<file path="config.mk">
export PLATFORM = sky130hd
export DESIGN_NAME = ps_bc_slct_pipe_flat
export DESIGN_NICKNAME = d
export VERILOG_FILES = /design/src/rtl/ps_bc_slct_pipe_pkg.sv /design/src/rtl/ps_bc_slct_pipe_if.sv /design/src/rtl/ps_bc_slct_pipe_di_pipe.sv /design/src/rtl/ps_bc_slct_pipe.sv /design/src/flat_wrapper.sv
export SDC_FILE = /design/constraint.sdc
export NUM_CORES = 1
export LEC_CHECK = 0
export CORE_AREA = 2 2 39 41
export CTS_CLUSTER_DIAMETER = 40
export CTS_CLUSTER_SIZE = 28
export DETAILED_ROUTE_END_ITERATION = 10
export DIE_AREA = 0 0 41 43
export GPL_ROUTABILITY_DRIVEN = 1
export SLEW_MARGIN = 20
export SYNTH_ARGS = -nofsm -noshare
export SYNTH_HDL_FRONTEND = slang
export SYNTH_SLANG_ARGS = --single-unit
</file>
<file path="constraint.sdc">
create_clock -name clk_dcd -period 2.3 [get_ports clk_dcd]
set_input_delay 0.69 -clock clk_dcd [delete_from_list [all_inputs] [get_ports clk_dcd]]
set_output_delay 0.69 -clock clk_dcd [all_outputs]
set_load 0.05 [all_outputs]
</file>
<file path="src/rtl/ps_bc_slct_pipe_pkg.sv">
// rtl/ps_bc_slct_pipe_pkg.sv - shared codes, FSM states and ureg map for the bus-connect select controller
package ps_bc_pkg;

    localparam logic [1:0] DI_DM    = 2'b00;
    localparam logic [1:0] DI_UREG  = 2'b01;
    localparam logic [1:0] DI_IMM   = 2'b10;
    localparam logic [1:0] DI_IDLE  = 2'b11;

    localparam logic [1:0] DRR_SEL0 = 2'b00;
    localparam logic [1:0] DRR_SEL1 = 2'b01;
    localparam logic [1:0] DRR_SEL2 = 2'b10;
    localparam logic [1:0] DRR_DFLT = 2'b11;

    typedef enum logic {
        S_IDLE  = 1'b0,
        S_BEAT2 = 1'b1
    } bc_state_e;

    // Callers zero-extend the address to 6 bits, so bits [5:4] are the bits above the nibble.
    function automatic logic [1:0] ureg_to_drr(input logic [5:0] addr);
        logic [1:0] res;
        res = DRR_DFLT;
        if (addr[5:4] == 2'b00) begin
            case (addr[3:0])
                4'h0:       res = DRR_SEL2;
                4'h6, 4'h7: res = DRR_SEL1;
                4'h1, 4'h2: res = DRR_SEL0;
                default:    res = DRR_DFLT;
            endcase
        end
        return res;
    endfunction

endpackage

</file>
<file path="src/rtl/ps_bc_slct_pipe_if.sv">
// rtl/ps_bc_slct_pipe_if.sv - decode-side signal bundle for the bus-connect select controller
interface ps_bc_slct_pipe_if #(
    parameter int UREG_AW = 4
);
    logic               ps_stall;
    logic               ps_flush;
    logic               ps_pshstck;
    logic               ps_popstck;
    logic               ps_imminst;
    logic               ps_dmimminst;
    logic               ps_dmiaddinst;
    logic               ps_dminst;
    logic               ps_urgtrnsinst;
    logic               ps_dm_wrb;
    logic               ps_dblinst;
    logic [UREG_AW-1:0] ps_ureg1_add;
    logic [UREG_AW-1:0] ps_ureg2_add;
    logic [1:0]         ps_bc_drr_slct;
    logic [1:0]         ps_bc_di_slct;
    logic               ps_bc_di_vld;
    logic               ps_bc_busy;
    logic               ps_bc_beat;

    modport master (
        output ps_stall, ps_flush, ps_pshstck, ps_popstck, ps_imminst, ps_dmimminst,
               ps_dmiaddinst, ps_dminst, ps_urgtrnsinst, ps_dm_wrb, ps_dblinst,
               ps_ureg1_add, ps_ureg2_add,
        input  ps_bc_drr_slct, ps_bc_di_slct, ps_bc_di_vld, ps_bc_busy, ps_bc_beat
    );

    modport slave (
        input  ps_stall, ps_flush, ps_pshstck, ps_popstck, ps_imminst, ps_dmimminst,
               ps_dmiaddinst, ps_dminst, ps_urgtrnsinst, ps_dm_wrb, ps_dblinst,
               ps_ureg1_add, ps_ureg2_add,
        output ps_bc_drr_slct, ps_bc_di_slct, ps_bc_di_vld, ps_bc_busy, ps_bc_beat
    );
endinterface

</file>
<file path="src/rtl/ps_bc_slct_pipe_di_pipe.sv">
// rtl/ps_bc_slct_pipe_di_pipe.sv - {code, live} shift pipeline with hold and clear
module ps_bc_di_pipe
    import ps_bc_pkg::*;
#(
    parameter int DEPTH = 1
) (
    input  logic       clk_dcd,
    input  logic       reset,
    input  logic       hold,
    input  logic       clear,
    input  logic [1:0] in_code,
    input  logic       in_live,
    output logic [1:0] out_code,
    output logic       out_live
);
    logic [1:0] code_q [DEPTH];
    logic       live_q [DEPTH];

    // Clear wins over hold so a flush during a stall still squashes the pipe.
    always_ff @(posedge clk_dcd) begin
        if (reset || clear) begin
            for (int i = 0; i < DEPTH; i++) begin
                code_q[i] <= DI_IDLE;
                live_q[i] <= 1'b0;
            end
        end else if (!hold) begin
            code_q[0] <= in_code;
            live_q[0] <= in_live;
            for (int i = 1; i < DEPTH; i++) begin
                code_q[i] <= code_q[i-1];
                live_q[i] <= live_q[i-1];
            end
        end
    end

    assign out_code = code_q[DEPTH-1];
    assign out_live = live_q[DEPTH-1];

endmodule

</file>
<file path="src/rtl/ps_bc_slct_pipe.sv">
// rtl/ps_bc_slct_pipe.sv - bus-connect DRR/DI select decode with DI pipeline; double beat under PS_BC_DBL_EN
module ps_bc_slct_pipe
    import ps_bc_pkg::*;
#(
    parameter int DI_DEPTH = 1,
    parameter int UREG_AW  = 4
) (
    input  logic              clk_dcd,
    input  logic              reset,
    ps_bc_slct_pipe_if.slave  bc
);
    logic [UREG_AW-1:0] ureg1;
    logic [UREG_AW-1:0] ureg2;
    logic [5:0]         ureg1_x;
    logic [5:0]         ureg2_x;

    logic [1:0] dec_di;
    logic [1:0] dec_drr;
    logic       dec_live;
    logic       dec_uses_ureg;
    logic [5:0] dec_addr;

    logic [1:0] pipe_code;
    logic       pipe_live;
    logic [1:0] drr_out;
    logic       busy;
    logic       beat;

    assign ureg1   = bc.ps_ureg1_add;
    assign ureg2   = bc.ps_ureg2_add;
    assign ureg1_x = 6'(ureg1);
    assign ureg2_x = 6'(ureg2);

    always_comb begin
        dec_di        = DI_IDLE;
        dec_drr       = DRR_DFLT;
        dec_live      = 1'b0;
        dec_uses_ureg = 1'b0;
        dec_addr      = 6'd0;
        if (bc.ps_imminst || bc.ps_dmimminst) begin
            dec_di   = DI_IMM;
            dec_live = 1'b1;
        end else if (bc.ps_popstck) begin
            dec_di   = DI_UREG;
            dec_drr  = DRR_SEL1;
            dec_live = 1'b1;
        end else if ((bc.ps_dminst || bc.ps_dmiaddinst) && !bc.ps_dm_wrb) begin
            dec_di   = DI_DM;
            dec_live = 1'b1;
        end else if (((bc.ps_dminst || bc.ps_dmiaddinst) && bc.ps_dm_wrb) || bc.ps_pshstck) begin
            dec_di        = DI_UREG;
            dec_addr      = ureg1_x;
            dec_drr       = ureg_to_drr(ureg1_x);
            dec_live      = 1'b1;
            dec_uses_ureg = 1'b1;
        end else if (bc.ps_urgtrnsinst) begin
            dec_di        = DI_UREG;
            dec_addr      = ureg2_x;
            dec_drr       = ureg_to_drr(ureg2_x);
            dec_live      = 1'b1;
            dec_uses_ureg = 1'b1;
        end
    end

`ifdef PS_BC_DBL_EN
    bc_state_e  state_q, state_d;
    logic [5:0] lat_addr_q, lat_addr_d;
    logic [1:0] lat_code_q, lat_code_d;

    always_ff @(posedge clk_dcd) begin
        if (reset) begin
            state_q    <= S_IDLE;
            lat_addr_q <= 6'd0;
            lat_code_q <= DI_IDLE;
        end else if (bc.ps_flush) begin
            state_q    <= S_IDLE;
        end else if (!bc.ps_stall) begin
            state_q    <= state_d;
            lat_addr_q <= lat_addr_d;
            lat_code_q <= lat_code_d;
        end
    end

    // Second beat reuses the first beat's register pair: same address with the LSB set.
    always_comb begin
        state_d    = state_q;
        lat_addr_d = lat_addr_q;
        lat_code_d = lat_code_q;
        pipe_code  = dec_di;
        pipe_live  = dec_live;
        drr_out    = dec_drr;
        busy       = 1'b0;
        beat       = 1'b0;
        case (state_q)
            S_IDLE: begin
                if (bc.ps_dblinst && dec_live && dec_uses_ureg) begin
                    state_d    = S_BEAT2;
                    lat_addr_d = dec_addr | 6'd1;
                    lat_code_d = dec_di;
                end
            end
            S_BEAT2: begin
                drr_out   = ureg_to_drr(lat_addr_q);
                pipe_code = lat_code_q;
                pipe_live = 1'b1;
                busy      = 1'b1;
                beat      = 1'b1;
                state_d   = S_IDLE;
            end
            default: state_d = S_IDLE;
        endcase
    end
`else
    logic unused_dbl;

    assign unused_dbl = ^{bc.ps_dblinst, dec_uses_ureg, dec_addr};
    assign pipe_code  = dec_di;
    assign pipe_live  = dec_live;
    assign drr_out    = dec_drr;
    assign busy       = 1'b0;
    assign beat       = 1'b0;
`endif

    ps_bc_di_pipe #(
        .DEPTH (DI_DEPTH)
    ) u_di_pipe (
        .clk_dcd  (clk_dcd),
        .reset    (reset),
        .hold     (bc.ps_stall),
        .clear    (bc.ps_flush),
        .in_code  (pipe_code),
        .in_live  (pipe_live),
        .out_code (bc.ps_bc_di_slct),
        .out_live (bc.ps_bc_di_vld)
    );

    assign bc.ps_bc_drr_slct = drr_out;
    assign bc.ps_bc_busy     = busy;
    assign bc.ps_bc_beat     = beat;

endmodule

</file>
<file path="src/flat_wrapper.sv">
// flat-port wrapper written by rule: the top's interface ports become plain ports
module ps_bc_slct_pipe_flat import ps_bc_pkg::*;
#(
    parameter int DI_DEPTH = 1,
    parameter int UREG_AW  = 4
)
  (clk_dcd, reset, bc_ps_stall, bc_ps_flush, bc_ps_pshstck, bc_ps_popstck, bc_ps_imminst, bc_ps_dmimminst, bc_ps_dmiaddinst, bc_ps_dminst, bc_ps_urgtrnsinst, bc_ps_dm_wrb, bc_ps_dblinst, bc_ps_ureg1_add, bc_ps_ureg2_add, bc_ps_bc_drr_slct, bc_ps_bc_di_slct, bc_ps_bc_di_vld, bc_ps_bc_busy, bc_ps_bc_beat);
  ps_bc_slct_pipe_if #(.UREG_AW(UREG_AW)) bc_i ();
  input  logic clk_dcd;
  input  logic reset;
  input wire logic [$bits(bc_i.ps_stall)-1:0] bc_ps_stall;
  input wire logic [$bits(bc_i.ps_flush)-1:0] bc_ps_flush;
  input wire logic [$bits(bc_i.ps_pshstck)-1:0] bc_ps_pshstck;
  input wire logic [$bits(bc_i.ps_popstck)-1:0] bc_ps_popstck;
  input wire logic [$bits(bc_i.ps_imminst)-1:0] bc_ps_imminst;
  input wire logic [$bits(bc_i.ps_dmimminst)-1:0] bc_ps_dmimminst;
  input wire logic [$bits(bc_i.ps_dmiaddinst)-1:0] bc_ps_dmiaddinst;
  input wire logic [$bits(bc_i.ps_dminst)-1:0] bc_ps_dminst;
  input wire logic [$bits(bc_i.ps_urgtrnsinst)-1:0] bc_ps_urgtrnsinst;
  input wire logic [$bits(bc_i.ps_dm_wrb)-1:0] bc_ps_dm_wrb;
  input wire logic [$bits(bc_i.ps_dblinst)-1:0] bc_ps_dblinst;
  input wire logic [$bits(bc_i.ps_ureg1_add)-1:0] bc_ps_ureg1_add;
  input wire logic [$bits(bc_i.ps_ureg2_add)-1:0] bc_ps_ureg2_add;
  output wire logic [$bits(bc_i.ps_bc_drr_slct)-1:0] bc_ps_bc_drr_slct;
  output wire logic [$bits(bc_i.ps_bc_di_slct)-1:0] bc_ps_bc_di_slct;
  output wire logic [$bits(bc_i.ps_bc_di_vld)-1:0] bc_ps_bc_di_vld;
  output wire logic [$bits(bc_i.ps_bc_busy)-1:0] bc_ps_bc_busy;
  output wire logic [$bits(bc_i.ps_bc_beat)-1:0] bc_ps_bc_beat;
  assign bc_i.ps_stall = bc_ps_stall;
  assign bc_i.ps_flush = bc_ps_flush;
  assign bc_i.ps_pshstck = bc_ps_pshstck;
  assign bc_i.ps_popstck = bc_ps_popstck;
  assign bc_i.ps_imminst = bc_ps_imminst;
  assign bc_i.ps_dmimminst = bc_ps_dmimminst;
  assign bc_i.ps_dmiaddinst = bc_ps_dmiaddinst;
  assign bc_i.ps_dminst = bc_ps_dminst;
  assign bc_i.ps_urgtrnsinst = bc_ps_urgtrnsinst;
  assign bc_i.ps_dm_wrb = bc_ps_dm_wrb;
  assign bc_i.ps_dblinst = bc_ps_dblinst;
  assign bc_i.ps_ureg1_add = bc_ps_ureg1_add;
  assign bc_i.ps_ureg2_add = bc_ps_ureg2_add;
  assign bc_ps_bc_drr_slct = bc_i.ps_bc_drr_slct;
  assign bc_ps_bc_di_slct = bc_i.ps_bc_di_slct;
  assign bc_ps_bc_di_vld = bc_i.ps_bc_di_vld;
  assign bc_ps_bc_busy = bc_i.ps_bc_busy;
  assign bc_ps_bc_beat = bc_i.ps_bc_beat;
  ps_bc_slct_pipe #(.DI_DEPTH(DI_DEPTH), .UREG_AW(UREG_AW)) u_core (.clk_dcd(clk_dcd), .reset(reset), .bc(bc_i));
endmodule
</file>
Word level (Yosys, flattened, before mapping)
Memory sizes are Yosys's and may differ from the RTL's.
Cells that the tools add are included.
{ "word_totals": {"ff_bits": 0, "ramBits": 3, "input_bits": 21, "word_cells": 51, "n_memories": 2} }
{ "op_classes": {"eq_ne": 8, "mux": 26, "n_reduce_logical": 15} }
{ "memory_table": {"columns": ["memory", "words", "word_bits", "read_ports", "rd_ports_with_merged_regs", "write_ports", "line", "rtl"], "rows": [
  ["u_core.u_di_pipe.code_q", 1, 2, 1, 0, 1, "ps_bc_slct_pipe_di_pipe.sv:16", "logic [1:0] code_q [DEPTH];"],
  ["u_core.u_di_pipe.live_q", 1, 1, 1, 0, 1, "ps_bc_slct_pipe_di_pipe.sv:17", "logic live_q [DEPTH];"]
]} }
{ "op_table": {"columns": ["cell", "n"], "rows": [
  ["2-to-1 mux 2 bit", 11],
  ["== test 4 x 3 -> 1 bit, second input constant", 4],
  ["2-to-1 mux 1 bit", 13],
  ["case mux 2 bit (3 select lines)", 2],
  ["OR reduction 2 bit", 5],
  ["== test 4 x 1 -> 1 bit, second input constant", 2],
  ["== test 4 x 2 -> 1 bit, second input constant", 2],
  ["logical NOT 4 bit", 2],
  ["logical OR 1 bit", 4],
  ["logical AND 1 bit", 2],
  ["logical NOT 1 bit", 1],
  ["OR reduction 1 bit", 1]
]} }

Logic depth before layout (Yosys ltp)
Gate-level depths: netlist (run 1).
{ "depth": {"ltp_word": 8, "depth_mapped": 4} }

Hierarchy
A second synthesis (run 1) with hierarchy kept.
{ "unflattened": {"cells_unflattened": 31, "hier_area_um2": 299.0} }
{ "modules_own_cells": {"columns": ["module", "n_inst", "cells_per_inst", "area_each_um2", "seq_area_each_um2"], "rows": [
  ["ps_bc_slct_pipe", 1, 24, 176.4, 0.0],
  ["ps_bc_di_pipe", 1, 7, 122.6, 90.1]
]} }

Least setup slack after synthesis (run 1)
No wires, ideal clock.
{ "synth_path": {"kind": "input -> output", "startpoint": "input bc_ps_dmiaddinst", "endpoint": "output bc_ps_bc_drr_slct[1]", "t_arrival_ns": 2.266, "required_ns": 1.610, "slack_ns": -0.656, "path_stages": 4, "n_path_buf": 0, "cell_sequence": "o21a_1 nor2_1 nor3_1 o311ai_1"} }
{ "synth_between": {"elab_chain_len": 7, "word_cells_on_any_way": 8, "cone_classes": "4 x mux; 4 x reduce/logical"} }
{ "synth_rtl": {"columns": ["element", "line", "rtl"], "rows": [
  ["start: declaration", "flat_wrapper.sv:17", "input wire logic [$bits(bc_i.ps_dmiaddinst)-1:0] bc_ps_dmiaddinst;"],
  ["logical OR 1 bit *", "ps_bc_slct_pipe.sv:47, ps_bc_slct_pipe.sv:50", null],
  ["logical AND 1 bit", "ps_bc_slct_pipe.sv:50", "end else if (((bc.ps_dminst || bc.ps_dmiaddinst) && bc.ps_dm_wrb) || bc.ps_pshstck) begin"],
  ["logical OR 1 bit", "ps_bc_slct_pipe.sv:50", null],
  ["2-to-1 mux 2 bit", "ps_bc_slct_pipe.sv:50", null],
  ["2-to-1 mux 2 bit *", "ps_bc_slct_pipe.sv:47", "end else if ((bc.ps_dminst || bc.ps_dmiaddinst) && !bc.ps_dm_wrb) begin"],
  ["2-to-1 mux 2 bit *", "ps_bc_slct_pipe.sv:43", "end else if (bc.ps_popstck) begin"],
  ["2-to-1 mux 2 bit *", "ps_bc_slct_pipe.sv:40", "if (bc.ps_imminst || bc.ps_dmimminst) begin"],
  ["end: declaration", "flat_wrapper.sv:24", "output wire logic [$bits(bc_i.ps_bc_drr_slct)-1:0] bc_ps_bc_drr_slct;"]
]} }
Mark *: on every way between the ends. The rest lies on a longest branch, timed or not.

Final worst setup path (run 1)
Same ends and word-level chain as after synthesis.

==> results of run 1 <==
placed cells by master (no fill, tap or decap), types with 3 or more instances in the layout:
cell / instances
nor2_4: 3
edfxtp_1: 3
clkbuf_4: 3
clkbuf_2: 3
buf_6: 6
buf_2: 5
buf_4: 6
clkdlybuf4s50_1: 7
report_power, final:
group | leakage (nW) | total [mW] | switching, mW | internal [mW]
logic | 0.253 | 0.128 | 0.0659 | 0.0624
clock network | 0.0150 | 0.0951 | 0.0299 | 0.0652
registers | 0.0290 | 0.0648 | 0.000743 | 0.0641
logic make-up after synthesis:
family	after synthesis
buf+inv	2
compound gates	8
flops	3
other cells	1
simple gates	17
xor+xnor	2
timing repair:
| item | 4_1_cts | 5_1_grt |
|---|---|---|
| pin swaps | 14 | 13 |
| setup buffers | 1 | 0 |
| setup endpoints to repair | 2 | 2 |
| resized for setup | 63 | 22 |
stage by stage:
step | instance area [um^2] | hold WS (ns)
2_1_floorplan | 300 | 0.896
4_1_cts | 711 | 0.880
5_1_grt | 759 | 0.907
3_5_place_dp | 621 | 1.40
3_3_place_gp | 621 | 1.38
6_report | 759 | 0.901
tightest hold or removal path, stage by stage:
cell and delay [ns]:
buf_2 0.10, or3_4 0.13, a21bo_1 0.11
state kept, by name (all words and copies together) (netlist names):
register                 flops
u_core.u_di_pipe.live_q      1
u_core.u_di_pipe.code_q      2
final cells by class:
| class | instances | share of cell area, % |
|---|---|---|
| well taps | 16 | 2.64 |
| repair buffers | 32 | 37.9 |
| multi-input cells | 29 | 44.2 |
| flip-flops and latches | 3 | 11.9 |
| clock buffers | 4 | 3.46 |
worst paths after layout:
check / slack, ns / end / startpoint / cells past startpoint
max: -0.02 / bc_ps_bc_drr_slct[1] / bc_ps_dmiaddinst / 6
min: 0.90 / u_core.u_di_pipe.code_q[0][0] / bc_ps_dm_wrb / 3
synthesized netlist by cell type:
cell and n:
a21boi_1 1, or3_1 1, o311ai_1 1, buf_4 2, o21ai_1 1, o21a_1 1, xnor2_1 2, a21oi_1 1
nand3b_1 1, nor2_1 5, or2_1 1, conb_1 1, edfxtp_1 3, a2111oi_0 2, nor2b_2 1, nor4_1 1
a21bo_1 1, nand2_1 2, nor3_1 4, nor2b_1 1
metal layers:
metal  GRT usage (%)  wire (um)  vias to the layer above
li1                -          -                      190
met1            10.4        313                      184
met2            19.7        529                       16
met3            1.57         66                        0
met4            8.00          0                        0
met5               0          0                        -
==> flow_metrics.py, run 1 <==
metrics = {
    "floorplanning": {
        "die_h_um": 43,
        "start_util_pct": 19.9,
        "die_w_um": 41,
        "core-area_um2": 1380,
        "io_pins": 28,
        "die-area_um2": 1760,
        "fp-row-count": 14,
    },
    "placement": {
        "dp_slack_ns": -0.543,
        "place.gp.congestion": 0.631,
        "io_buffers": 24,
        "dp_cells": 81,
        "hpwl_um": 675,
    },
    "logic_synthesis": {
        "synthAdderAreaFrac_pct": 0,
        "syn_avg_cell_area_um2": 8.34,
        "syn_inst": 33,
        "synth_seq_cells": 3,
        "synth_top_area_share_pct": 32.7,
        "synth_mux_area_share_pct": 0,
        "syn_area_um2": 275,
        "synth_top_family_by_area": "simple AND/OR/NAND/NOR gates",
        "synthTopCellsByArea": "edfxtp_1, nor3_1, nor2_1",
        "ys_seq_area_share_pct": 32.7,
        "ys_types": 20,
        "synth_compound_area_share_pct": 22.3,
        "synth_xor_area_share_pct": 6.36,
        "yosys_warnings": 0,
        "yosysTopAreaCell": "edfxtp_1",
        "synthSimpleGateAreaFrac_pct": 31.8,
    },
    "critical_path": {
        "critPathLaunchType": "primary input",
        "path_delay_family": "compound AO/OA/AOI/OAI gates",
        "cpMaxStageDelayCell": "o311ai_4",
        "critPathMaxFanout": 3,
        "max_stage_delay_ns": 0.29,
        "crit_chain": "buf_8 > o21a_4 > nor2_4 > nor3_2 > o311ai_4 > buf_12",
        "endpoint_kind": "output port",
        "arrival_ns": 1.63,
        "path_buf_inv": 2,
        "path_class": "primary input to output port",
        "cp.required_ns": 1.61,
    },
    "global_routing": {
        "grt_use_total_pct": 11.1,
        "grt_pass1_vias": 372,
        "antenna_found_initial": 0,
        "grt_start_max_net_pins": 4,
        "grt_pass1_wl_um": 1320,
        "grt-ovfl-total": 0,
    },
    "clocking": {
        "hold_buffers": 0,
        "clk_pin_slew_ns": 0.03,
        "clockRootBuffer": "clkbuf_4",
        "cts_max_level": 1,
        "cts_sinks": 3,
        "cts_buffer_depth": 2,
        "cts_tree": "yes",
        "cts_buffers": 3,
    },
    "sta": {
        "slew_violations": 0,
        "timing.final.crit_share_pct": 101,
        "tns_ns": -0.0241,
        "fin_crit_ns": 2.32,
        "rsz0062_at_grt": "yes",
        "hold_violations": 0,
        "max_freq_mhz": 430,
        "worst_slack_ns": -0.0234,
        "setup_viol": 2,
    },
    "final_layout": {
        "fin_util_pct": 54.9,
        "multiInputGateArea_um2": 335,
        "final_nets": 90,
        "fill_cells": 128,
        "drive_above_1_share_pct": 66.2,
        "area_growth_pct": 176,
        "n_antenna_cell": 0,
        "final_cell_count_no_fill": 84,
        "regArea_um2": 90.1,
    },
    "routing": {
        "antenna_left": 0,
        "viasPerCell": 4.64,
        "drc": 0,
        "wl_per_cell_um": 10.8,
        "vias": 390,
        "drt_first_pass_iters": 3,
        "drtIter0Drc": 3,
        "drt_wl_total_um": 909,
    },
    "flow_run": {
        "maxCapViolCount": 0,
    },
    "status": {
        "outcome": "complete, but fails checks",
        "violations": "negative setup slack",
    },
    "power_and_ir_drop": {
        "p_leak_nw": 0.297,
        "peakVddDrop_v": 0.000142,
        "p_per_area_nw_per_um2": 379,
        "fin_total_pwr_uw": 288,
    },
    "hold_path": {
        "hold_class": "primary input to flip-flop",
    },
}
Note: power is estimated with default switching activity, not from simulation.
==> run 2, diff against run 1 <==
--- a/config.mk
+++ b/config.mk
@@ -5,12 +5,17 @@
 export SDC_FILE = /design/constraint.sdc
 export NUM_CORES = 1
 export LEC_CHECK = 0
-export CORE_AREA = 2 2 39 41
+export CAP_MARGIN = 10
+export CELL_PAD_IN_SITES_DETAIL_PLACEMENT = 0
+export CELL_PAD_IN_SITES_GLOBAL_PLACEMENT = 2
+export CORE_MARGIN = 1
+export CORE_UTILIZATION = 13
 export CTS_CLUSTER_DIAMETER = 40
 export CTS_CLUSTER_SIZE = 28
 export DETAILED_ROUTE_END_ITERATION = 10
-export DIE_AREA = 0 0 41 43
 export GPL_ROUTABILITY_DRIVEN = 1
+export PLACE_DENSITY_LB_ADDON = 0.1
+export RECOVER_POWER = 50
 export SLEW_MARGIN = 20
 export SYNTH_ARGS = -nofsm -noshare
 export SYNTH_HDL_FRONTEND = slang
==> run 2 against run 1 <==
Net effect:
- the run still ends with negative setup slack left
- first-iteration DRC count is 100% lower
- flip-flop and latch count stayed put
- sequential power hardly changed
- sequential share of layout area is 0.19 points lower
- clock power is 4.7% lower
- utilization is 16 points lower
- critical path depth stayed put
- count of clock-buffer cells in the layout stayed put
- die area is 31% higher
- highest routed layer unchanged
==> flow_metrics.py, run 2 (synthesis results as in run 1) <==
metrics = {
    "status": {
        "outcome": "complete, but fails checks",
        "violations": "negative setup slack",
    },
    "critical_path": {
        "endpoint_kind": "output port",
        "critPathMaxFanout": 3,
        "critPathLaunchType": "primary input",
        "cp.required_ns": 1.61,
        "path_buf_inv": 2,
        "path_class": "primary input to output port",
        "crit_chain": "buf_6 > o21a_4 > nor2_4 > nor3_2 > o311ai_4 > buf_12",
        "cpMaxStageDelayCell": "o311ai_4",
        "max_stage_delay_ns": 0.30,
        "path_delay_family": "compound AO/OA/AOI/OAI gates",
        "arrival_ns": 1.63,
    },
    "routing": {
        "drc": 0,
        "drtIter0Drc": 0,
        "drt_wl_total_um": 832,
        "vias": 378,
        "antenna_left": 0,
        "wl_per_cell_um": 8.40,
        "viasPerCell": 3.82,
        "drt_first_pass_iters": 1,
    },
    "power_and_ir_drop": {
        "p_leak_nw": 0.303,
        "power.internal_uw": 193,
        "p_seq_share_pct": 23.0,
        "peakVddDrop_v": 0.000144,
        "power.net_switching_uw": 88.8,
        "power_frac_comb_pct": 44.8,
        "power_frac_clock_pct": 32.1,
        "switching_share_pct": 31.5,
        "p_per_area_nw_per_um2": 365,
    },
    "sta": {
        "worst_slack_ns": -0.0207,
        "timing.final.crit_share_pct": 101,
        "slew_violations": 0,
        "max_freq_mhz": 431,
        "rsz0062_at_grt": "yes",
        "setup_viol": 2,
        "fin_crit_ns": 2.32,
        "hold_violations": 0,
    },
    "final_layout": {
        "largest_reg_flops": 2,
        "most-common-layout-cells": "buf_4, buf_6, clkdlybuf4s50_1, buf_2",
        "reg.largest.list": "u_core.u_di_pipe.code_q (2), u_core.u_di_pipe.live_q (1)",
        "area_growth_pct": 180,
        "layout_commonest_cell": "buf_4",
        "fill_cells": 195,
        "largest_register": "u_core.u_di_pipe.code_q",
        "final_nets": 94,
        "multiInputGateArea_um2": 310,
        "drive_above_1_share_pct": 66.7,
        "regArea_um2": 90.1,
        "fin_util_pct": 39.0,
        "final_cell_count_no_fill": 99,
        "n_antenna_cell": 0,
    },
    "clocking": {
        "cts_sinks": 3,
        "cts_buffer_depth": 2,
        "cts_buffers": 3,
        "clk_pin_slew_ns": 0.04,
        "cts_max_level": 1,
        "hold_buffers": 0,
        "cts_tree": "yes",
        "clockRootBuffer": "clkbuf_4",
    },
    "floorplanning": {
        "die_w_um": 48.0,
        "die_h_um": 48.0,
        "fp-row-count": 16,
        "start_util_pct": 13.9,
        "core-area_um2": 1980,
        "die-area_um2": 2310,
        "io_pins": 28,
    },
    "hold_path": {
        "hold_class": "primary input to flip-flop",
        "hold_depth": 4,
        "hold_start": "bc_ps_urgtrnsinst",
        "hold_end": "u_core.u_di_pipe.live_q[0]",
    },
    "global_routing": {
        "grt_pass1_wl_um": 1300,
        "grt-ovfl-total": 0,
        "grt_pass1_vias": 356,
        "grt_start_max_net_pins": 4,
        "antenna_found_initial": 0,
        "grt_use_total_pct": 8.37,
    },
    "flow_run": {
        "maxCapViolCount": 0,
    },
    "placement": {
        "hpwl_um": 716,
        "place.gp.congestion": 0.656,
        "io_buffers": 24,
        "dp_cells": 95,
    },
}
-- run 2: changes by cell type in the layout (fill, tap and decap cells not counted), sizes merged --
cell	previous run	this run
dlymetal6s2s	1	0
buf	19	23
dlygate4sd3	0	1
-- run 2: area by class of cell --
cell class	count	area share, %
clock buffers	4	3.40
multi-input cells	29	40.2
flip-flops and latches	3	11.7
well taps	27	4.38
repair buffers	36	40.4
-- run 2: power by group through the flow --
stage                     clock network (mW)  registers [mW]  logic [mW]
after floorplan                            0          0.0788      0.0338
after global placement                     0          0.0657       0.110
after detailed placement                   0          0.0657       0.110
after CTS                             0.0953          0.0649       0.125
after global routing                   0.103          0.0655       0.135
final                                 0.0906          0.0649       0.126
-- run 2: repair_timing --
item / in CTS / in global routing
pin swaps: 13 / 9
endpoints found under the setup margin: 2 / 2
gates resized for setup: 70 / 11
buffers inserted: 1 / 0
-- run 2: per-stage QoR --
| stage | setup WS [ns] | total power [mW] | hold WS, ns | setup TNS [ns] | cell area (um^2) |
|---|---|---|---|---|---|
| after floorplan | 0.0241 | 0.113 | 0.896 | 0 | 300 |
| after global placement | -0.553 | 0.175 | 1.39 | -1.06 | 657 |
| after detailed placement | -0.516 | 0.175 | 1.40 | -1.02 | 657 |
| after CTS | -0.0732 | 0.286 | 1.00 | -0.116 | 768 |
| after global routing | -0.0470 | 0.303 | 0.998 | -0.0858 | 772 |
| final | -0.0207 | 0.282 | 0.949 | -0.0238 | 772 |
-- run 2: worst max-delay path by stage --
stage / start / cells after the start / end
after floorplan: bc_ps_dmiaddinst / 4 / bc_ps_bc_drr_slct[1]
after global placement: bc_ps_dmiaddinst / 7 / bc_ps_bc_drr_slct[0]
after detailed placement: bc_ps_pshstck / 7 / bc_ps_bc_drr_slct[0]
after CTS: bc_ps_dminst / 6 / bc_ps_bc_drr_slct[0]
after global routing: bc_ps_dmiaddinst / 6 / bc_ps_bc_drr_slct[1]
final: bc_ps_dmiaddinst / 6 / bc_ps_bc_drr_slct[1]
-- run 2: per-layer routing --
metal  vias up  global-route usage [%]  share of wire, %
met3         0                    2.26               6.3
met1       165                    8.04                37
met4         0                    5.00                 0
met2        16                    15.7                56
li1        197                       -                 -
met5         -                       0                 0
